**config.mk**
```make
export PLATFORM = sky130hd
export DESIGN_NAME = bram_dump_tx
export DESIGN_NICKNAME = d
export VERILOG_FILES = /design/src/rtl/bram_dump_tx.sv
export SDC_FILE = /design/constraint.sdc
export NUM_CORES = 1
export LEC_CHECK = 0
export CORE_ASPECT_RATIO = 0.8
export CORE_MARGIN = 3
export CORE_UTILIZATION = 42
export CTS_CLUSTER_DIAMETER = 100
export DETAILED_ROUTE_END_ITERATION = 12
export PLACE_DENSITY = 0.79
export SLEW_MARGIN = 40
export SYNTH_ARGS = -nofsm -noshare
export SYNTH_HDL_FRONTEND = slang
export SYNTH_SLANG_ARGS = --single-unit
```
**constraint.sdc**
```tcl
create_clock -name clk -period 3.65 [get_ports clk]
set_input_delay 0.5475 -clock clk [delete_from_list [all_inputs] [get_ports clk]]
set_output_delay 0.5475 -clock clk [all_outputs]
set_load 0.005 [all_outputs]
```
**src/rtl/bram_dump_tx.sv**
```systemverilog
// Streams a contiguous range of BRAM words to the UART transmitter, LSB byte first,
// optionally followed by an XOR checksum byte of everything sent.
module bram_dump_tx #(
  parameter int ABITS       = 8,
  parameter int DBITS       = 256,
  parameter int BYTESLOG2   = 5,
  parameter bit CHECKSUM_EN = 1'b1
) (
  input  logic             clk,
  input  logic             rst,
  input  logic             start,
  input  logic [ABITS-1:0] base_addr,
  input  logic [ABITS:0]   word_count,
  output logic [ABITS-1:0] rd_addr,
  input  logic [DBITS-1:0] rd_data,
  input  logic             is_transmitting,
  output logic [7:0]       tx_byte,
  output logic             tx_valid,
  output logic             busy,
  output logic             done,
  output logic [2:0]       state_dbg
);

  typedef enum logic [2:0] {
    IDLE, READ, LOAD, SEND, WAIT_ACK, WAIT_TX, CSUM, DONE
  } state_t;

  localparam logic [BYTESLOG2-1:0] LAST_BYTE = BYTESLOG2'(DBITS / 8 - 1);
  localparam logic [ABITS:0]       ONE_WORD  = (ABITS + 1)'(1);

  state_t               state_q, state_d;
  logic [ABITS-1:0]     addr_q, addr_d;
  logic [ABITS:0]       remain_q, remain_d;
  logic [DBITS-1:0]     shift_q, shift_d;
  logic [BYTESLOG2-1:0] byte_idx_q, byte_idx_d;
  logic [7:0]           csum_q, csum_d;
  logic [7:0]           tx_byte_q, tx_byte_d;
  logic                 tx_valid_q, tx_valid_d;
  logic                 busy_q, busy_d;
  logic                 done_q, done_d;
  logic [1:0]           ack_cnt_q, ack_cnt_d;
  logic                 csum_phase_q, csum_phase_d;

  always_ff @(posedge clk) begin
    if (rst) begin
      state_q      <= IDLE;
      addr_q       <= '0;
      remain_q     <= '0;
      shift_q      <= '0;
      byte_idx_q   <= '0;
      csum_q       <= '0;
      tx_byte_q    <= '0;
      tx_valid_q   <= 1'b0;
      busy_q       <= 1'b0;
      done_q       <= 1'b0;
      ack_cnt_q    <= '0;
      csum_phase_q <= 1'b0;
    end else begin
      state_q      <= state_d;
      addr_q       <= addr_d;
      remain_q     <= remain_d;
      shift_q      <= shift_d;
      byte_idx_q   <= byte_idx_d;
      csum_q       <= csum_d;
      tx_byte_q    <= tx_byte_d;
      tx_valid_q   <= tx_valid_d;
      busy_q       <= busy_d;
      done_q       <= done_d;
      ack_cnt_q    <= ack_cnt_d;
      csum_phase_q <= csum_phase_d;
    end
  end

  always_comb begin
    state_d      = state_q;
    addr_d       = addr_q;
    remain_d     = remain_q;
    shift_d      = shift_q;
    byte_idx_d   = byte_idx_q;
    csum_d       = csum_q;
    tx_byte_d    = tx_byte_q;
    tx_valid_d   = 1'b0;
    busy_d       = busy_q;
    done_d       = 1'b0;
    ack_cnt_d    = ack_cnt_q;
    csum_phase_d = csum_phase_q;

    case (state_q)
      IDLE: begin
        if (start) begin
          addr_d       = base_addr;
          remain_d     = word_count;
          csum_d       = '0;
          busy_d       = 1'b1;
          csum_phase_d = 1'b0;
          if (word_count == '0) state_d = CHECKSUM_EN ? CSUM : DONE;
          else                  state_d = READ;
        end
      end
      READ: state_d = LOAD;
      LOAD: begin
        shift_d    = rd_data;
        byte_idx_d = '0;
        state_d    = SEND;
      end
      SEND: begin
        if (!is_transmitting) begin
          tx_byte_d  = shift_q[7:0];
          tx_valid_d = 1'b1;
          csum_d     = csum_q ^ shift_q[7:0];
          ack_cnt_d  = '0;
          state_d    = WAIT_ACK;
        end
      end
      // A UART that never raises its busy flag is assumed to have taken the byte.
      WAIT_ACK: begin
        if (is_transmitting || ack_cnt_q == 2'd3) state_d = WAIT_TX;
        else                                      ack_cnt_d = ack_cnt_q + 2'd1;
      end
      WAIT_TX: begin
        if (!is_transmitting) begin
          if (csum_phase_q) begin
            state_d = DONE;
          end else if (byte_idx_q != LAST_BYTE) begin
            shift_d    = shift_q >> 8;
            byte_idx_d = byte_idx_q + 1'b1;
            state_d    = SEND;
          end else if (remain_q > ONE_WORD) begin
            remain_d = remain_q - 1'b1;
            addr_d   = addr_q + 1'b1;
            state_d  = READ;
          end else begin
            state_d = CHECKSUM_EN ? CSUM : DONE;
          end
        end
      end
      CSUM: begin
        if (!is_transmitting) begin
          tx_byte_d    = csum_q;
          tx_valid_d   = 1'b1;
          csum_phase_d = 1'b1;
          ack_cnt_d    = '0;
          state_d      = WAIT_ACK;
        end
      end
      DONE: begin
        done_d  = 1'b1;
        busy_d  = 1'b0;
        state_d = IDLE;
      end
      default: state_d = IDLE;
    endcase
  end

  assign rd_addr   = addr_q;
  assign tx_byte   = tx_byte_q;
  assign tx_valid  = tx_valid_q;
  assign busy      = busy_q;
  assign done      = done_q;
  assign state_dbg = state_q;

endmodule

```
## After elaboration in Yosys (flattened, before gate mapping)

Index checks and enable logic that the tools add are counted.

| cells by class | value |
|---|---|
| add/sub/neg operators | 4 |
| order comparisons | 1 |
| equal/unequal tests | 20 |
| mux-type cells | 45 |
| bitwise logic cells | 2 |
| reduce and logical (&&, ||, !) cells | 20 |

Operator list:

| operator | number |
|---|---|
| 256-bit 2-to-1 mux | 3 |
| 256-bit case mux with 2 select lines | 1 |
| 8-bit 2-to-1 mux | 9 |
| 8-bit case mux with 2 select lines | 3 |
| 9-bit 2-to-1 mux | 5 |
| 3-bit 2-to-1 mux | 8 |
| 2-bit inequality test, second input constant | 11 |
| 3-bit case mux with 7 select lines | 1 |
| 9-bit case mux with 2 select lines | 1 |
| 5-bit 2-to-1 mux | 3 |
| 2-bit nonzero test | 7 |
| 3-bit equality test, second input constant | 4 |
| 3-bit AND reduction | 4 |
| 5-bit case mux with 2 select lines | 1 |
| 9-bit by 1-bit greater-than comparator with 1-bit output, second input constant | 1 |
| 9-bit logical NOT | 1 |
| 9-bit by 1-bit subtractor with 9-bit output, second input constant | 1 |
| 8-bit by 1-bit adder with 8-bit output, second input constant | 1 |
| 4-bit AND reduction | 2 |
| 8-bit bitwise XOR | 1 |
| 3-bit by 2-bit equality test with 1-bit output, second input constant | 2 |
| 6-bit AND reduction | 1 |
| 5-bit by 1-bit adder with 5-bit output, second input constant | 1 |
| 1-bit 2-to-1 mux | 5 |
| 12 further kinds | 15 |

| word-level totals | value |
|---|---|
| flip-flop bits (word level) | 303 |
| input bits | 277 |
| output and inout port bits | 22 |

## Depth between registers and ports, before layout

Gate-level depths: netlist (run 1).

| depth | value |
|---|---|
| depth in word-level cells | 6 |
| depth in mapped cells | 9 |
| gate-level depth less buffers | 7 |

## Least setup slack after synthesis (run 1)

Ideal clock, no wire load.

| path | value |
|---|---|
| path kind | register to register |
| start | reg byte_idx_q[0] |
| end | reg shift_q[0] |
| arrival | 2,067 ps |
| path slack | 1,441 ps |
| cell stages (with the launch flop) | 10 |
| path buffers | 3 |
| clock period less this slack | 2,209 ps |
| cell sequence | dfxtp_1 > ha_1 > and3_1 > ha_1 > nor3_1 > a21o_1 > buf_2 > clkbuf_1 > clkbuf_1 > a311oi_1 |

| between the ends | value |
|---|---|
| word-level cells in the longest chain between the ends | 3 |

Ends and longest elaborated chain:

| what | RTL line | text |
|---|---|---|
| start, declared | 35 | `logic [BYTESLOG2-1:0] byte_idx_q, byte_idx_d;` |
| start signal, assigned | 63 | `byte_idx_q <= byte_idx_d;` |
| 5-bit inequality test | 124 | `end else if (byte_idx_q != LAST_BYTE) begin` |
| 2-bit inequality test (no line) | - |  |
| 4-bit AND reduction (no line) | - |  |
| end signal, assigned | 62 | `shift_q <= shift_d;` |
| end, declared | 34 | `logic [DBITS-1:0] shift_q, shift_d;` |

No other way between the ends.
A chain may end at the register's enable or synchronous reset.

## Worst setup path after layout (run 1)

| path | value |
|---|---|
| start | reg byte_idx_q[0] |
| end | reg shift_q[138] |

The elaborated chain is that of the path after synthesis.

==> flow_metrics.tcl, run 1 <==
set metrics [dict create \
    cts_buffer_depth 3 \
    timing.slew.headroom_pct 39.9 \
    critPathLaunchType "flip-flop" \
    globalRouteTotalUtil_pct 21.8 \
    cts_root_buf "clkbuf_16" \
    synthArstFlopShare_pct 0 \
    synth_cells 1734 \
    first_pass_iters 5 \
    final_common_cell "nand2_1" \
    clkPwrFrac_pct 23.4 \
    final_cell_mix "511 x nand2_1, 303 x dfxtp_1, 297 x clkdlybuf4s50_1" \
    chipHeight_um 166 \
    seq_power_share_pct 39.9 \
    ys_ff_latch 303 \
    dp_hpwl_um 26500 \
    drc_errors_left 0 \
    initial_util_pct 43.4 \
    yosysWarningCount 0 \
    worst-endpoint-arrival_ps 3170 \
    outcome "completed" \
    first_global_vias 12400 \
    postCtsResizedCells 0 \
    cts_tree "built" \
    cp-end-kind "flip-flop" \
    cts_hold_buffers_added 0 \
    area_growth_pct 30.6 \
    dieArea_mm2 0.0341 \
    first_pass_grt_wire_length_um 62900 \
    comb_power_share_pct 36.7 \
    power.net_switching_w 0.00488 \
    final_design_area_no_fill_mm2 0.0175 \
    nNetsFinal 2204 \
    final_layout_size_suffix_gt1_share_pct 4.39 \
    critPathMaxFanout 125 \
    reg2reg_setup_slack_ps 920 \
    maxCapViolations 0 \
    tightest_slew_ps 902 \
    ys_dominant_reg_cell "dfxtp_1" \
    internal-power_w 0.00823 \
    floorplan.core_area_mm2 0.0309 \
    detailed_place.area_mm2 0.0165 \
    worst_hold_path_type "flip-flop to flip-flop" \
    grt_start_max_net_pins 183 \
    swShare_pct 37.2 \
    power-per-cell-area_mw_per_mm2 749 \
    number_of_antenna_violations_at_the_first_check_in_global_routing 2 \
    rsz0062_at_grt "false" \
    power.static_leakage_nw 6.27 \
    design.portCount 299 \
    grt-ovfl-total 0 \
    die_x_um 206 \
    routed_wire_length_per_instance_um 16.9 \
    cts_num_sinks 303 \
    syn_area_mm2 0.0134 \
    fin_skew_ps 11.4 \
    synth_enable_flop_cells 0 \
    path_clk_slew_ps 60 \
    post-route-period-util_pct 74.8 \
    worstSetupPathType "flip-flop to flip-flop" \
    slew_viol_final 0 \
    fin_setup_tns_ps 0 \
    fmaxAchievable_ghz 0.366 \
    total_routed_length_um 39800 \
    drt_first_iter_violations 1174 \
    postSynthAreaPerCell_um2 7.73 \
    report.final.setup_viol 0 \
    placementRows 57 \
    cts-buffers-inserted 30 \
    crit_required_ps 4090 \
    route.detailed.vias_per_inst 5.62 \
    htree_levels 1 \
    number_of_distinct_library_cells_after_synthesis 56 \
    fin_crit_ps 2730 \
    route.antenna.remaining_nets 0 \
    insertion_delay_ps 560 \
    gpl.final_weighted_congestion 0.840 \
    via_count 13200 \
    portBuffers 298 \
    peakVddDrop_v 0.000360 \
    synth-seq-area-share_pct 45.2 \
    postCtsSetupRepairBufs 0 \
    report.final.hold_viol_count 0 \
    synth_nets 2017 \
]
[state kept, by name, summed over array words and instances, names as in the netlist]
name,flops
busy,1
csum_q,8
done,1
tx_byte,8
byte_idx_q,5
shift_q,256
ack_cnt_q,2
rd_addr,8
tx_valid,1
csum_phase_q,1
remain_q,9
state_dbg,3
[final timing paths]
| check | cells past startpoint | end | from |
|---|---|---|---|
| max | 8 | shift_q[138]$_SDFFE_PP0P_ | byte_idx_q[0]$_SDFFE_PP0P_ |
| min | 2 | byte_idx_q[4]$_SDFFE_PP0P_ | byte_idx_q[4]$_SDFFE_PP0P_ |
| max reg2reg | 8 | shift_q[138]$_SDFFE_PP0P_ | byte_idx_q[0]$_SDFFE_PP0P_ |
| min reg2reg | 2 | byte_idx_q[4]$_SDFFE_PP0P_ | byte_idx_q[4]$_SDFFE_PP0P_ |
[Yosys cell counts, types with 2 or more instances]
cell type    n  area (um2)
inv_1       19        71.3
clkbuf_1   139         522
a22oi_1      8        60.1
and3_1       6        37.5
o21ai_0      9        45.0
o21a_1       2        15.0
or2_2        2        12.5
nor3b_1      5        37.5
nor4_1       5        31.3
nand3_1      8        40.0
buf_6        3        33.8
a211oi_1    19         143
dfxtp_1    303        6070
nor3_1      11        55.1
o221a_2      3        33.8
nor2b_1      3        18.8
o32ai_1      3        26.3
nand3b_1     3        22.5
o31ai_1      9        67.6
and3b_1      3        26.3
nand4_1      2        12.5
nor4b_1      2        17.5
nor2_1     290        1090
buf_1       15        56.3
xnor2_1     10        87.6
buf_2       10        50.1
mux2i_1      8        80.1
o311ai_0     8        70.1
a31oi_1      6        37.5
a311oi_1   249        2180
ha_1         6        75.1
or3_1        5        31.3
a21oi_1     27         135
nand2_1    511        1920
[worst max-delay path: stages (launching register included)]
cell	delay, ps
dfxtp_1	330
ha_1	220
and3_1	190
ha_1	200
nor3_1	320
a21o_4	430
buf_12	420
nor2_1	90
a311oi_1	320
[cells by family after synthesis]
kind of cell,count (synthesis),share of synthesized area [%]
AND/OR/NAND/NOR,866,25.7
buffers and inverters,186,5.47
multiplexers,8,0.597
XOR/XNOR,10,0.653
adder cells (fa/ha/maj),6,0.560
AO/OA/AOI/OAI,355,21.8
flip-flops,303,45.2
[final cells by class]
| type | instances | area (um2) |
|---|---|---|
| antenna | 2 | 5.00 |
| clock buffer | 40 | 870 |
| clock inverter | 9 | 101 |
| fill | 2778 | 13400 |
| inverter | 19 | 71.3 |
| multi-input combinational | 1245 | 6640 |
| sequential | 303 | 6070 |
| tap | 413 | 517 |
| timing repair buffer | 322 | 3240 |
[power by group through the flow]
stage / logic [W] / clock network (W) / registers [W]
5_1_grt: 0.00543 / 0.00328 / 0.00535
2_1_floorplan: 0.00365 / 0 / 0.00499
3_3_place_gp: 0.00456 / 0 / 0.00521
3_5_place_dp: 0.00478 / 0 / 0.00525
4_1_cts: 0.00480 / 0.00315 / 0.00520
6_report: 0.00481 / 0.00307 / 0.00522
[per-layer routing]
layer / vias to the layer above / track usage [%] / routed length (um)
met5: - / 0 / 0
met4: 0 / 5.94 / 902
met3: 62 / 3.74 / 2840
met2: 463 / 32.6 / 17500
met1: 6225 / 32.5 / 18600
li1: 6481 / - / -
[through the flow]
stage | total power, W | utilization, % | std cells | setup WS (ps) | hold WS (ps)
finish | 0.0131 | 56.7 | 2353 | 921 | 462
global route | 0.0141 | 56.7 | 2353 | 715 | 495
CTS | 0.0131 | 56.6 | 2351 | 985 | 465
detailed placement | 0.0100 | 53.5 | 2302 | 655 | 456
global placement | 0.00977 | 53.5 | 2302 | 807 | 442
floorplan | 0.00864 | - | 1734 | 1440 | 436
(Power assumes the default switching activity.)
==> run 2, diff against run 1 <==
--- a/config.mk
+++ b/config.mk
@@ -10,7 +10,7 @@
 export CORE_UTILIZATION = 42
 export CTS_CLUSTER_DIAMETER = 100
 export DETAILED_ROUTE_END_ITERATION = 12
-export PLACE_DENSITY = 0.79
+export PLACE_DENSITY = 0.82
 export SLEW_MARGIN = 40
 export SYNTH_ARGS = -nofsm -noshare
 export SYNTH_HDL_FRONTEND = slang
==> constraint.sdc (replaced) <==
create_clock -name clk -period 2.4 [get_ports clk]
set_input_delay 0.36 -clock clk [delete_from_list [all_inputs] [get_ports clk]]
set_output_delay 0.36 -clock clk [all_outputs]
set_load 0.005 [all_outputs]
==> flow_metrics.tcl, run 2 (synthesis gave the netlist of run 1 again) <==
set metrics [dict create \
    holdWs_ps 217 \
    fin_skew_ps 11.5 \
    drt_first_iter_violations 1164 \
    finalPower_w 0.0210 \
    multi_input_comb_area_mm2 0.00664 \
    cp_num_cells 9 \
    cts_num_sinks 303 \
    initial_util_pct 43.4 \
    cp-end-kind "flip-flop" \
    power.static_leakage_nw 6.51 \
    slew_viol_final 0 \
    chipHeight_um 166 \
    regArea_mm2 0.00607 \
    crit_required_ps 2860 \
    htree_levels 1 \
    report.final.hold_viol_count 0 \
    final_design_area_no_fill_mm2 0.0180 \
    grt.met3_usage_pct 4.19 \
    top_regs "shift_q: 256 flops, remain_q: 9 flops" \
    tightest_slew_ps 844 \
    grt_start_max_net_pins 157 \
    dp_hpwl_um 27800 \
    first_pass_grt_wire_length_um 64100 \
    routed_wire_length_per_instance_um 16.9 \
    largest_register "shift_q" \
    critPathLaunchType "flip-flop" \
    insertion_delay_ps 570 \
    final_layout_size_suffix_gt1_share_pct 6.19 \
    outcome "completed" \
    critical_path.reg2reg.endpoint "shift_q[154]$_SDFFE_PP0P_" \
    critPathBufInv 2 \
    critPathMaxFanout 33 \
    final_common_cell "nand2_1" \
    number_of_antenna_violations_at_the_first_check_in_global_routing 1 \
    total_routed_length_um 40400 \
    nNetsFinal 2234 \
    n_fill_cell 2695 \
    route.detailed.vias_per_inst 5.60 \
    cpPeakStageDelay_ps 340 \
    number_of_flip_flops_in_the_largest_register 256 \
    worst_hold_path_type "input port to flip-flop" \
    first_global_vias 12500 \
    cts_root_buf "clkbuf_16" \
    register_to_register_path_depth 9 \
    worstSetupPathType "flip-flop to flip-flop" \
    cts_buffer_depth 3 \
    worst-endpoint-arrival_ps 2760 \
    fin_setup_tns_ps 0 \
    cts_hold_buffers_added 0 \
    postCtsResizedCells 1 \
    post-route-period-util_pct 96.1 \
    cp-startpoint "byte_idx_q[0]$_SDFFE_PP0P_" \
    cts-buffers-inserted 31 \
    placementRows 57 \
    fmaxAchievable_ghz 0.434 \
    dieArea_mm2 0.0341 \
    crit_chain "ha_1, and3_1, ha_1, nor3_2, a21o_4, buf_12, buf_12, nor2_1, a311oi_1" \
    path_clk_slew_ps 70 \
    postCtsSetupRepairBufs 0 \
    most_heavily_used_metal_layer_in_global_routing "met2" \
    rsz0062_at_grt "false" \
    gpl.final_weighted_congestion 0.850 \
    route.antenna.remaining_nets 0 \
    critical-path-slowest-cell "dfxtp_1" \
    detailed_place.area_mm2 0.0169 \
    area_growth_pct 34.3 \
    grt-ovfl-total 0 \
    met1_usage_pct 32.7 \
    fin_crit_ps 2310 \
    die_x_um 206 \
    timing.slew.headroom_pct 43.6 \
    drc_errors_left 0 \
    first_pass_iters 5 \
    floorplan.core_area_mm2 0.0309 \
    maxCapViolations 0 \
    reg2reg_from "byte_idx_q[0]$_SDFFE_PP0P_" \
    cp_top_family "compound AO/OA/AOI/OAI gates" \
    portBuffers 298 \
    peakVddDrop_v 0.000619 \
    final_cell_mix "511 x nand2_1, 303 x dfxtp_1, 297 x clkdlybuf4s50_1" \
    global_route.usage.met2_pct 33.9 \
    reg2reg_setup_slack_ps 90 \
    power-per-cell-area_mw_per_mm2 1170 \
    cts_tree "built" \
    timing.critical_path.to "shift_q[154]$_SDFFE_PP0P_" \
    design.portCount 299 \
    globalRouteTotalUtil_pct 22.3 \
    report.final.setup_viol 0 \
    via_count 13400 \
]
## run 2: where the power goes
group / switching [W] / leakage (nW) / total, W / internal, W
combinational: 0.00455 / 3.52 / 0.00810 / 0.00356
sequential: 0.00109 / 2.48 / 0.00788 / 0.00680
clock: 0.00207 / 0.512 / 0.00503 / 0.00296
## run 2: layer usage
metal | wire [um] | vias to the layer above
met5 | 17 | -
met4 | 1070 | 2
met3 | 3510 | 68
met2 | 17500 | 534
met1 | 18300 | 6216
li1 | - | 6542
## run 2: layout make-up
class                      count  area share [%]
antenna                        1          0.0139
clock buffer                  37            4.55
clock inverter                17            1.24
inverter                      19           0.396
multi-input combinational   1245            36.9
sequential                   303            33.7
tap                          413            2.87
timing repair buffer         351            20.3
## run 2: worst min path at each step
stage,startpoint,endpoint,depth (start not counted)
5_1_grt,rst,rd_addr[5]$_SDFFE_PP0P_,2
4_1_cts,rst,rd_addr[5]$_SDFFE_PP0P_,2
2_1_floorplan,byte_idx_q[4]$_SDFFE_PP0P_,byte_idx_q[4]$_SDFFE_PP0P_,2
3_3_place_gp,byte_idx_q[4]$_SDFFE_PP0P_,byte_idx_q[4]$_SDFFE_PP0P_,2
3_5_place_dp,byte_idx_q[4]$_SDFFE_PP0P_,byte_idx_q[4]$_SDFFE_PP0P_,2
6_report,rst,rd_addr[5]$_SDFFE_PP0P_,2
## run 2: worst reg2reg max path: stages, from the launching register on
cell	delay (ps)
dfxtp_1	340
ha_1	210
and3_1	190
ha_1	220
nor3_2	230
a21o_4	210
buf_12	220
buf_12	220
nor2_1	80
a311oi_1	290
## run 2: per-stage QoR
step	util (%)	instances	worst slack [ps]
after detailed placement	54.9	2331	-70.6
after global routing	58.3	2385	5.06
after CTS	58.3	2385	76.8
after floorplan	-	1734	191
after global placement	54.8	2331	-122
final	58.3	2386	94.0
==> run 3, diff against run 2 <==
--- a/config.mk
+++ b/config.mk
@@ -7,10 +7,10 @@
 export LEC_CHECK = 0
 export CORE_ASPECT_RATIO = 0.8
 export CORE_MARGIN = 3
-export CORE_UTILIZATION = 42
+export CORE_UTILIZATION = 46
 export CTS_CLUSTER_DIAMETER = 100
 export DETAILED_ROUTE_END_ITERATION = 12
-export PLACE_DENSITY = 0.82
+export PLACE_DENSITY = 0.88
 export SLEW_MARGIN = 40
 export SYNTH_ARGS = -nofsm -noshare
 export SYNTH_HDL_FRONTEND = slang
==> flow_metrics.tcl, run 3 (synthesis gave the netlist of run 1 again) <==
set metrics [dict create \
    critPathLaunchType "flip-flop" \
    cts_tree "built" \
    dieArea_mm2 0.0312 \
    detailed_place.area_mm2 0.0169 \
    cpPeakStageDelay_ps 560 \
    route.antenna.remaining_nets 0 \
    nNetsFinal 2237 \
    insertion_delay_ps 550 \
    final_common_cell "nand2_1" \
    htree_levels 1 \
    first_pass_iters 5 \
    critical-path-slowest-cell "dfxtp_1" \
    drt_first_iter_violations 1193 \
    fin_crit_ps 2300 \
    worst-endpoint-arrival_ps 1940 \
    maxCapViolations 0 \
    met1Wirelength_um 18000 \
    via_count 13600 \
    placementRows 55 \
    slew_viol_final 0 \
    min-delay-start "rst" \
    rsz0062_at_grt "false" \
    timing.slew.headroom_pct 56.1 \
    fin_skew_ps 10.5 \
    outcome "completed" \
    cts_buffer_depth 3 \
    cp_top_family "buffers and inverters" \
    first_global_vias 12500 \
    cts_hold_buffers_added 0 \
    final_layout_size_suffix_gt1_share_pct 6.37 \
    cp-startpoint "state_dbg[1]$_SDFFE_PP0P_" \
    floorplan.core_area_mm2 0.0285 \
    crit_required_ps 2040 \
    area_growth_pct 34.8 \
    chipHeight_um 159 \
    grt-ovfl-total 0 \
    post-route-period-util_pct 96.0 \
    globalRouteTotalUtil_pct 24.4 \
    first_pass_grt_wire_length_um 63400 \
    route.detailed.vias_per_inst 5.81 \
    initial_util_pct 47.1 \
    fmaxAchievable_ghz 0.434 \
    die_x_um 197 \
    final_cell_mix "511 x nand2_1, 302 x dfxtp_1, 297 x clkdlybuf4s50_1" \
    power.static_leakage_nw 6.57 \
    number_of_flip_flops_in_the_largest_register 256 \
    dr.max_layer_used "met5" \
    design.portCount 299 \
    holdWs_ps 262 \
    finalPower_w 0.0215 \
    number_of_antenna_violations_at_the_first_check_in_global_routing 2 \
    drc_errors_left 0 \
    report.final.setup_viol 0 \
    critPathBufInv 2 \
    worst_hold_path_type "input port to flip-flop" \
    final_design_area_no_fill_mm2 0.0181 \
    grt_start_max_net_pins 80 \
    critPathMaxFanout 13 \
    fin_setup_tns_ps 0 \
    reg2reg_setup_slack_ps 150 \
    wl_met3_um 3360 \
    peakVddDrop_v 0.000661 \
    total_routed_length_um 41700 \
    reg2reg_from "byte_idx_q[0]$_SDFFE_PP0P_" \
    cts-buffers-inserted 30 \
    top_regs "shift_q: 256 flops, remain_q: 9 flops" \
    cts_num_sinks 303 \
    largest_register "shift_q" \
    gpl.final_weighted_congestion 0.894 \
    portBuffers 298 \
    crit_chain "buf_4, clkdlybuf4s50_1" \
    tightest_slew_ps 658 \
    routed_wire_length_per_instance_um 17.7 \
    worstSetupPathType "flip-flop to primary output" \
    power-per-cell-area_mw_per_mm2 1190 \
    cp-end-kind "primary output" \
    met2_wirelength_um 19100 \
    report.final.hold_viol_count 0 \
    cts_root_buf "clkbuf_16" \
    dp_hpwl_um 28100 \
    path_clk_slew_ps 60 \
]
run 3: per-stage QoR:
| step | setup WS [ps] | utilization (%) | cells |
|---|---|---|---|
| finish | 97.1 | 63.4 | 2349 |
| global route | 24.0 | 63.4 | 2348 |
| CTS | 70.4 | 63.1 | 2344 |
| detailed placement | -5.93 | 59.2 | 2288 |
| global placement | 73.0 | 59.2 | 2288 |
| floorplan | 191 | - | 1734 |
run 3: worst paths after layout:
path / to / cells past startpoint
worst min register to register: byte_idx_q[4]$_SDFFE_PP0P_ / 2
worst min-delay path: shift_q[196]$_SDFFE_PP0P_ / 2
worst max-delay path: state_dbg[1] / 2
worst max register to register: shift_q[33]$_SDFFE_PP0P_ / 9
run 3: worst reg2reg max path, cell delays in order (launching register included):
cell      delay, ps
dfxtp_1         330
ha_1            220
and3_1          180
ha_1            210
nor3_2          190
a21o_4          220
buf_12          190
buf_12          200
nor2_1           80
a311oi_1        320
run 3: repair_timing:
item | CTS | global route
gates cloned | 0 | 2
resized for setup | 2 | 3
buffers inserted | 0 | 2
pin swaps | 0 | 2
endpoints found under the hold margin | 0 | 0
setup endpoints to repair | 2 | 27
run 3: area by class of cell:
cell class | instances | area, um2
antenna | 1 | 2.50
clock buffer | 45 | 898
clock inverter | 11 | 208
fill | 2379 | 10400
inverter | 19 | 71.3
multi-input combinational | 1245 | 6650
sequential | 303 | 6070
tap | 370 | 463
timing repair buffer | 355 | 3710
run 3: per-layer routing:
| layer | vias up | GRT usage, % |
|---|---|---|
| met5 | - | 0 |
| met4 | 4 | 6.89 |
| met3 | 93 | 3.96 |
| met2 | 601 | 40.4 |
| met1 | 6389 | 33.4 |
| li1 | 6556 | - |
run 3: report_power, final:
group / switching, W / total (W) / leakage (nW) / internal (W)
sequential: 0.00113 / 0.00793 / 2.48 / 0.00680
combinational: 0.00470 / 0.00834 / 3.55 / 0.00364
clock: 0.00200 / 0.00522 / 0.541 / 0.00322
total: 0.00782 / 0.0215 / 6.57 / 0.0137
